--- config.mk ---
export PLATFORM = sky130hd
export DESIGN_NAME = pipe_hazard_ctrl
export DESIGN_NICKNAME = d
export VERILOG_FILES = /design/src/rtl/pipe_hazard_ctrl.sv
export SDC_FILE = /design/constraint.sdc
export NUM_CORES = 1
export LEC_CHECK = 0
export ABC_CLOCK_PERIOD_IN_PS = 2200
export BUFFER_PORTS_ARGS = -buffer_cell sky130_fd_sc_hd__buf_2
export CORE_MARGIN = 5
export CORE_UTILIZATION = 32
export DETAILED_ROUTE_END_ITERATION = 8
export PLACE_DENSITY = 0.62
export SYNTH_ARGS = -nofsm -noshare
export SYNTH_HDL_FRONTEND = slang
export SYNTH_SLANG_ARGS = --single-unit
--- constraint.sdc ---
create_clock -name clk -period 2.2 [get_ports clk]
set_input_delay 0.22 -clock clk [delete_from_list [all_inputs] [get_ports clk]]
set_output_delay 0.22 -clock clk [all_outputs]
set_load 0.01 [all_outputs]
--- src/rtl/pipe_hazard_ctrl.sv ---
// Hazard controller for the 5-stage core: load-use stalls, taken-branch
// flushes and multi-cycle mult/div occupancy of EX.
module pipe_hazard_ctrl #(
  parameter int unsigned MULDIV_CYCLES = 4
) (
  input  logic        clk,
  input  logic        rst,
  input  logic [4:0]  id_rs,
  input  logic [4:0]  id_rt,
  input  logic        id_uses_rt,
  input  logic        id_is_muldiv,
  input  logic        ex_memread,
  input  logic [4:0]  ex_rt,
  input  logic        ex_branch_taken,
  output logic        pc_en,
  output logic        ifid_en,
  output logic        ifid_flush,
  output logic        idex_en,
  output logic        idex_flush,
  output logic        exmem_flush,
  output logic        busy,
  output logic [15:0] stall_cycles
);

  typedef enum logic {RUN, MULDIV} state_e;

  localparam logic [3:0] CNT_RELOAD = 4'(MULDIV_CYCLES - 1);

  state_e      state_q, state_d;
  logic [3:0]  cnt_q, cnt_d;
  logic [15:0] stall_q, stall_d;

  logic load_use, hold;
  logic pc_en_c, ifid_en_c, ifid_flush_c, idex_en_c, idex_flush_c, exmem_flush_c, busy_c;

  assign load_use = ex_memread && (ex_rt != 5'd0) &&
                    ((ex_rt == id_rs) || (id_uses_rt && (ex_rt == id_rt)));
  assign hold     = (state_q == MULDIV) && (cnt_q != 4'd0);

  always_comb begin
    pc_en_c       = 1'b1;
    ifid_en_c     = 1'b1;
    ifid_flush_c  = 1'b0;
    idex_en_c     = 1'b1;
    idex_flush_c  = 1'b0;
    exmem_flush_c = 1'b0;
    busy_c        = 1'b0;
    state_d       = state_q;
    cnt_d         = cnt_q;

    if (hold) begin
      // EX holds the mult/div, so branch and load signals from EX are stale
      pc_en_c       = 1'b0;
      ifid_en_c     = 1'b0;
      idex_en_c     = 1'b0;
      exmem_flush_c = 1'b1;
      busy_c        = 1'b1;
      cnt_d         = cnt_q - 4'd1;
    end else begin
      state_d = RUN;
      if (ex_branch_taken) begin
        ifid_flush_c = 1'b1;
        idex_flush_c = 1'b1;
      end else if (load_use) begin
        pc_en_c      = 1'b0;
        ifid_en_c    = 1'b0;
        idex_flush_c = 1'b1;
      end else if (id_is_muldiv && (MULDIV_CYCLES > 1)) begin
        state_d = MULDIV;
        cnt_d   = CNT_RELOAD;
      end
    end

    stall_d = stall_q;
    if (!pc_en_c && (stall_q != 16'hFFFF)) stall_d = stall_q + 16'd1;
  end

  always_ff @(posedge clk) begin
    if (rst) begin
      state_q <= RUN;
      cnt_q   <= '0;
      stall_q <= '0;
    end else begin
      state_q <= state_d;
      cnt_q   <= cnt_d;
      stall_q <= stall_d;
    end
  end

  always_comb begin
    pc_en        = pc_en_c       && !rst;
    ifid_en      = ifid_en_c     && !rst;
    ifid_flush   = ifid_flush_c  && !rst;
    idex_en      = idex_en_c     && !rst;
    idex_flush   = idex_flush_c  && !rst;
    exmem_flush  = exmem_flush_c && !rst;
    busy         = busy_c        && !rst;
    stall_cycles = rst ? '0 : stall_q;
  end

endmodule

==> metrics, run 1 <==
Root Buffer Master clkbuf_8; Die Area 5690 µm²; Synth Area per Inst 8.40 µm²; Die Ht approximately 75 µm; Initial Util 33.5%; Core Box Area ~4100 µm²; fin crit period 2.07 ns; Peak supply drop between 0.2 and 0.25 mV; Gate power share 17.2%; RSZ-0062 raised after global routing false; Slew Limit Fails 0; Leak Pwr 0.752 nW; Net Count, Synth between 150 and 200; Worst Hold Class in2reg; later-pin clock latency in the skew report approximately 0.25 ns; post-DR wirelength/cell 11.7 µm; first-pass GRT wire length 5.33 mm; Setup Crit Path Kind reg2reg; final instance area around 1700 µm²; NumNets Final 234; layout cells sized above 1 34.0%; flop and latch count out of synthesis 21; HPWL after detailed placement around 2.4 mm; vias in the first global route 1242; Layout Skew 0.00152 ns; WP data required 2.35 ns; CP endpoint kind register; Die Wd approximately 75 µm; GRT Residual Overflow 0; post-CTS setup buffers 0; max_cap viols 0; area delta synth->final 24.2%; GPL Wtd Cong 0.755; top cells by area, synth dfxtp_1 (31%), mux2_2 (9.9%), nor2b_1 (7.3%), xor2_1 (5.8%), nor2_1 (5.2%); Setup violations, final 0; quantity of hold-fixing buffers added after cts 0; Via Count about 1300; yosys warns 0; Worst-Margin Slew 0.439 ns; f_max 0.484 GHz; initial antenna violation count 0; status finished clean; DR DRC count 0; total negative setup slack 0 ns; Mapped Area ~1400 µm²; pwr/cell area 454 nW/µm²; Internal about 580 µW; Num CTS Buffers 3; Unique masters post-synth 35; cells resized by post-CTS repair 0; clock sink count 21; Reg clk slew, reported paths 0.07 ns; Synth area leader dfxtp_1; Net Sw Power 194 µW; # IOs 44; diode count 0; post-placement cell area 1660 µm²; Antenna Nets Post-Route 0; sequential area share after synthesis 30.7%; slew margin rel. 70.4%; commonest non-fill, non-tap cell in the layout buf_2; CP Launch Type register; Hold Vio Cnt, Final 0; CTS Buffer Depth 2; post-synth top area share between 30% and 40%; DR vias/cell ~4.9; CTS H-tree depth 1; TritonCTS clock tree built; largest net degree at the start of global routing 28; drt initial violations 43; period utilisation layout between 90% and 100%; most frequent cells in the layout buf_2 (43), dfxtp_1 (21), nor2_1 (19), nor2b_1 (16), mux2_2 (12); crit-path max FO 5; Total Routing Usage GR 11.7%; clock power share 31.7%; DRT Pass-1 Iters 4; Sw Ratio 25.2%; final wirelength 3.04 mm; Seq pwr share around 51%; CP arrival 2.22 ns; number of port buffers 43; Mapped Cells ~160; Cell Rows 23
[logic make-up after synthesis]
kind of cell | share of synthesized area, %
AOI/OAI and AO/OA | 9.23
xor gates and xnor gates | 7.04
adders and majority gates | 2.74
buffers and inverters | 5.48
DFF | 30.7
muxes | 9.87
and+or+nand+nor | 34.9
[Yosys cell counts, drive strengths merged]
master / number
ha: 3
nor3b: 4
nand2: 5
nor4b: 2
o21ai: 7
xnor2: 2
nor4: 4
a21oi: 6
clkbuf: 4
nand3: 8
nor3: 9
and3: 5
nor2b: 16
mux2: 12
or3: 1
a211oi: 1
inv: 3
or2: 1
o21a: 6
nand4: 1
a32oi: 1
buf: 5
dfxtp: 21
or4: 2
nand2b: 1
nand3b: 1
nor2: 19
xor2: 9
and4: 1
and2: 3
[critical path, cell delays in order (launching register included)]
cell and delay (ns):
dfxtp_1 0.35, ha_1 0.22, and3_1 0.21, and3_1 0.22, nor3b_2 0.17, buf_4 0.14, nor4_1 0.29, mux2_2 0.36
[final timing paths]
| check | from | endpoint | slack [ns] | depth (start not counted) |
|---|---|---|---|---|
| setup / recovery | stall_q[1] | stall_q[13] | 0.13 | 7 |
| hold / removal | rst | state_q | 0.30 | 2 |
| setup reg to reg | stall_q[1] | stall_q[13] | 0.13 | 7 |
| hold reg to reg | cnt_q[1] | cnt_q[1] | 0.50 | 1 |
[power by group through the flow]
stage | Combinational (mW) | Sequential [mW] | Clock, mW
2_1_floorplan | 0.0856 | 0.403 | 0
3_3_place_gp | 0.133 | 0.403 | 0
3_5_place_dp | 0.135 | 0.404 | 0
4_1_cts | 0.135 | 0.395 | 0.261
5_1_grt | 0.150 | 0.395 | 0.276
6_report | 0.133 | 0.395 | 0.245
[sequential cells by signal (all words and copies together), names as in the netlist]
name	count
state_q	1
cnt_q	4
stall_q	16
[through the flow]
| stage | util (%) | power (mW) | setup WS, ns | std cells | hold WS [ns] |
|---|---|---|---|---|---|
| after CTS | 41.6 | 0.791 | 0.124 | 259 | 0.300 |
| after global routing | 41.6 | 0.822 | 0.0506 | 259 | 0.314 |
| after floorplan | - | 0.488 | 0.311 | 163 | 0.392 |
| after detailed placement | 40.5 | 0.538 | 0.0955 | 255 | 0.490 |
| final | 41.6 | 0.772 | 0.132 | 259 | 0.303 |
| after global placement | 40.5 | 0.536 | 0.131 | 255 | 0.485 |
[routing by layer]
layer,track usage (%),up-vias,wire length [µm]
li1,-,664,-
met1,14.6,559,1400
met2,19.9,39,1370
met3,3.56,2,251
met4,2.33,0,19
met5,0,-,0
[area by class of cell]
type                       count  area [µm²]
sequential                    21         420
fill                         426        2390
inverter                       3        11.3
multi-input combinational    130         873
timing repair buffer          51         288
tap                           50        62.6
clock buffer                   4        45.0
(Power assumes the default switching activity.)
==> run 2, diff against run 1 <==
- ABC_CLOCK_PERIOD_IN_PS: 2200 -> 2300
- clock period: 2.2 -> 2.3 ns (I/O delays scaled with it)
==> run 2 against run 1 <==
- clock skew increased by 0.0048 ns
- clock power is 4% lower
- highest routed layer unchanged
- flip-flop and latch count stayed put
- critical path type unchanged
- largest power group unchanged
==> metrics, run 2 (synthesized netlist as in run 1, its figures left out) <==
status finished clean (unchanged); largest net degree at the start of global routing 25 (was 28); Reg-to-Reg End stall_q[13] (unchanged); max_cap viols 0 (unchanged); GPL Wtd Cong 0.732 (was 0.755); DR vias/cell 4.93 (was 4.88); DRT Pass-1 Iters 5 (was 4); CTS Buffer Depth 2 (unchanged); total negative setup slack 0 ns (unchanged); R2R Setup Slk 0.24 ns (was 0.13 ns); # IOs 44 (unchanged); TritonCTS clock tree built (unchanged); WP data required 2.45 ns (was 2.35 ns); initial antenna violation count 0 (unchanged); max FFs per register 16 (unchanged); DP Cell Count 252 (was 255); Worst Hold Class in2reg (unchanged); Sw Ratio 25.8% (was 25.2%); DR top layer met4 (unchanged); f_max 0.486 GHz (was 0.484 GHz); startpoint of the worst register-to-register path stall_q[0] (was stall_q[1]); clock power share 32.1% (was 31.7%); Gate power share 16.6% (was 17.2%); area delta synth->final 22.7% (was 24.2%); CTS H-tree depth 1 (unchanged); Core Box Area 4090 µm² (unchanged); Peak supply drop 0.207 mV (was 0.217 mV); diode count 0 (unchanged); Die Ht 75.4 µm (unchanged); post-placement cell area 1630 µm² (was 1660 µm²); met2 WL 1.23 mm (was 1.37 mm); first-pass GRT wire length 4.78 mm (was 5.33 mm); final wirelength 2.89 mm (was 3.04 mm); pwr/cell area 439 nW/µm² (was 454 nW/µm²); GRT Residual Overflow 0 (unchanged); Internal 547 µW (was 578 µW); Leak Pwr 0.739 nW (was 0.752 nW); Slowest-stage cell, CP dfxtp_1 (was mux2_2); most frequent CP cell and3_1 (unchanged); Die Area 5690 µm² (unchanged); Detail Route met3 WL 229 µm (was 251 µm); Die Wd 75.4 µm (unchanged); Initial Util 33.5% (unchanged); quantity of hold-fixing buffers added after cts 0 (unchanged); Via Count 1261 (was 1264); Hold Crit Depth 4 (was 2); Worst-Margin Slew 0.450 ns (was 0.439 ns); cells resized by post-CTS repair 0 (unchanged); number of port buffers 43 (unchanged); HPWL after detailed placement 2.33 mm (was 2.44 mm); non-filler cells, final 256 (was 259); NumNets Final 231 (was 234); Num CTS Buffers 3 (unchanged); Seq pwr share 51.3% (was 51.1%); vias in the first global route 1131 (was 1242); Root Buffer Master clkbuf_8 (unchanged); fin crit period 2.06 ns (was 2.07 ns); clock sink count 21 (unchanged); period utilisation layout 89.5% (was 94.0%); Hold Vio Cnt, Final 0 (unchanged); DRT met1 WL 1.40 mm (about the same); drt initial violations 74 (was 43); Antenna Nets Post-Route 0 (unchanged); Net Sw Power 190 µW (was 194 µW); Biggest register stall_q (unchanged); crit-path max FO 6 (was 5); slew margin rel. 69.7% (was 70.4%); post-DR wirelength/cell 11.3 µm (was 11.7 µm); Layout Skew 0.00627 ns (was 0.00152 ns); Setup violations, final 0 (unchanged); final instance area 1680 µm² (was 1700 µm²); Setup Crit Path Kind reg2reg (unchanged); Slew Limit Fails 0 (unchanged); Pwr Total 737 µW (was 772 µW); Reg clk slew, reported paths 0.08 ns (was 0.07 ns); commonest non-fill, non-tap cell in the layout buf_2 (unchanged); CP arrival 2.21 ns (was 2.22 ns); Worst R2R Path Depth 7 (unchanged); Critical Path, Cell by Cell ha_1, and3_1, and3_1, nor3b_2, buf_4, nor4_1, mux2_2 (unchanged); Critical path destination stall_q[13] (unchanged); DR DRC count 0 (unchanged); Total Routing Usage GR 10.4% (was 11.7%); Worst setup startpoint stall_q[0] (was stall_q[1]); most frequent cells in the layout buf_2 (43), dfxtp_1 (21), nor2_1 (19), nor2b_1 (16), mux2_2 (12) (unchanged); top flop regs stall_q x16, cnt_q x4, state_q x1 (unchanged); later-pin clock latency in the skew report 0.26 ns (was 0.25 ns); layout cells sized above 1 33.5% (was 34.0%); # fillers 422 (was 426); Cell Rows 23 (unchanged); post-CTS setup buffers 0 (unchanged); RSZ-0062 raised after global routing false (unchanged); largest stage delay on the critical path 0.36 ns (about the same); post-layout util 41.1% (was 41.6%); CP Launch Type register (unchanged); CP endpoint kind register (unchanged)
[run 2: through the flow]
step	setup slack (ns)	hold slack, ns
2_1_floorplan	0.401	0.402
3_3_place_gp	0.177	0.487
3_5_place_dp	0.138	0.500
4_1_cts	0.232	0.334
5_1_grt	0.136	0.373
6_report	0.242	0.338
[run 2: worst min path at each step]
stage | start | to | slack [ns]
6_report | id_is_muldiv | cnt_q[3] | 0.34
5_1_grt | id_is_muldiv | cnt_q[3] | 0.37
4_1_cts | id_is_muldiv | cnt_q[3] | 0.33
3_5_place_dp | cnt_q[1] | cnt_q[1] | 0.50
3_3_place_gp | cnt_q[1] | cnt_q[1] | 0.49
2_1_floorplan | rst | stall_q[6] | 0.40
[run 2: cell type report]
type                            count  area, µm²  area share, %
Multi-Input combinational cell    130        873           52.0
Sequential cell                    21        420           25.0
Timing Repair Buffer               48        265           15.8
Tap cell                           50       62.6           3.73
Clock buffer                        3       41.3           2.46
Inverter                            3       11.3          0.671
Clock inverter                      1       5.00          0.298
[run 2: power groups by stage]
stage	Combinational [mW]	Sequential, mW	Clock (mW)
floorplan	0.0819	0.385	0
global placement	0.122	0.387	0
detailed placement	0.124	0.387	0
CTS	0.124	0.378	0.248
global route	0.139	0.379	0.258
finish	0.123	0.378	0.236
[run 2: routing by layer]
| metal | global-route usage [%] | vias to the layer above |
|---|---|---|
| met5 | 0 | - |
| met3 | 2.77 | 4 |
| li1 | - | 657 |
| met4 | 3.69 | 0 |
| met1 | 14.0 | 559 |
| met2 | 16.2 | 41 |
[run 2: critical path, delay by kind of cell, from the launching register on]
| kind | cells | cell delay [ns] |
|---|---|---|
| fa+ha+maj | 1 | 0.23 |
| mux | 1 | 0.36 |
| buf+inv | 1 | 0.14 |
| flops | 1 | 0.36 |
| simple gates | 4 | 0.87 |
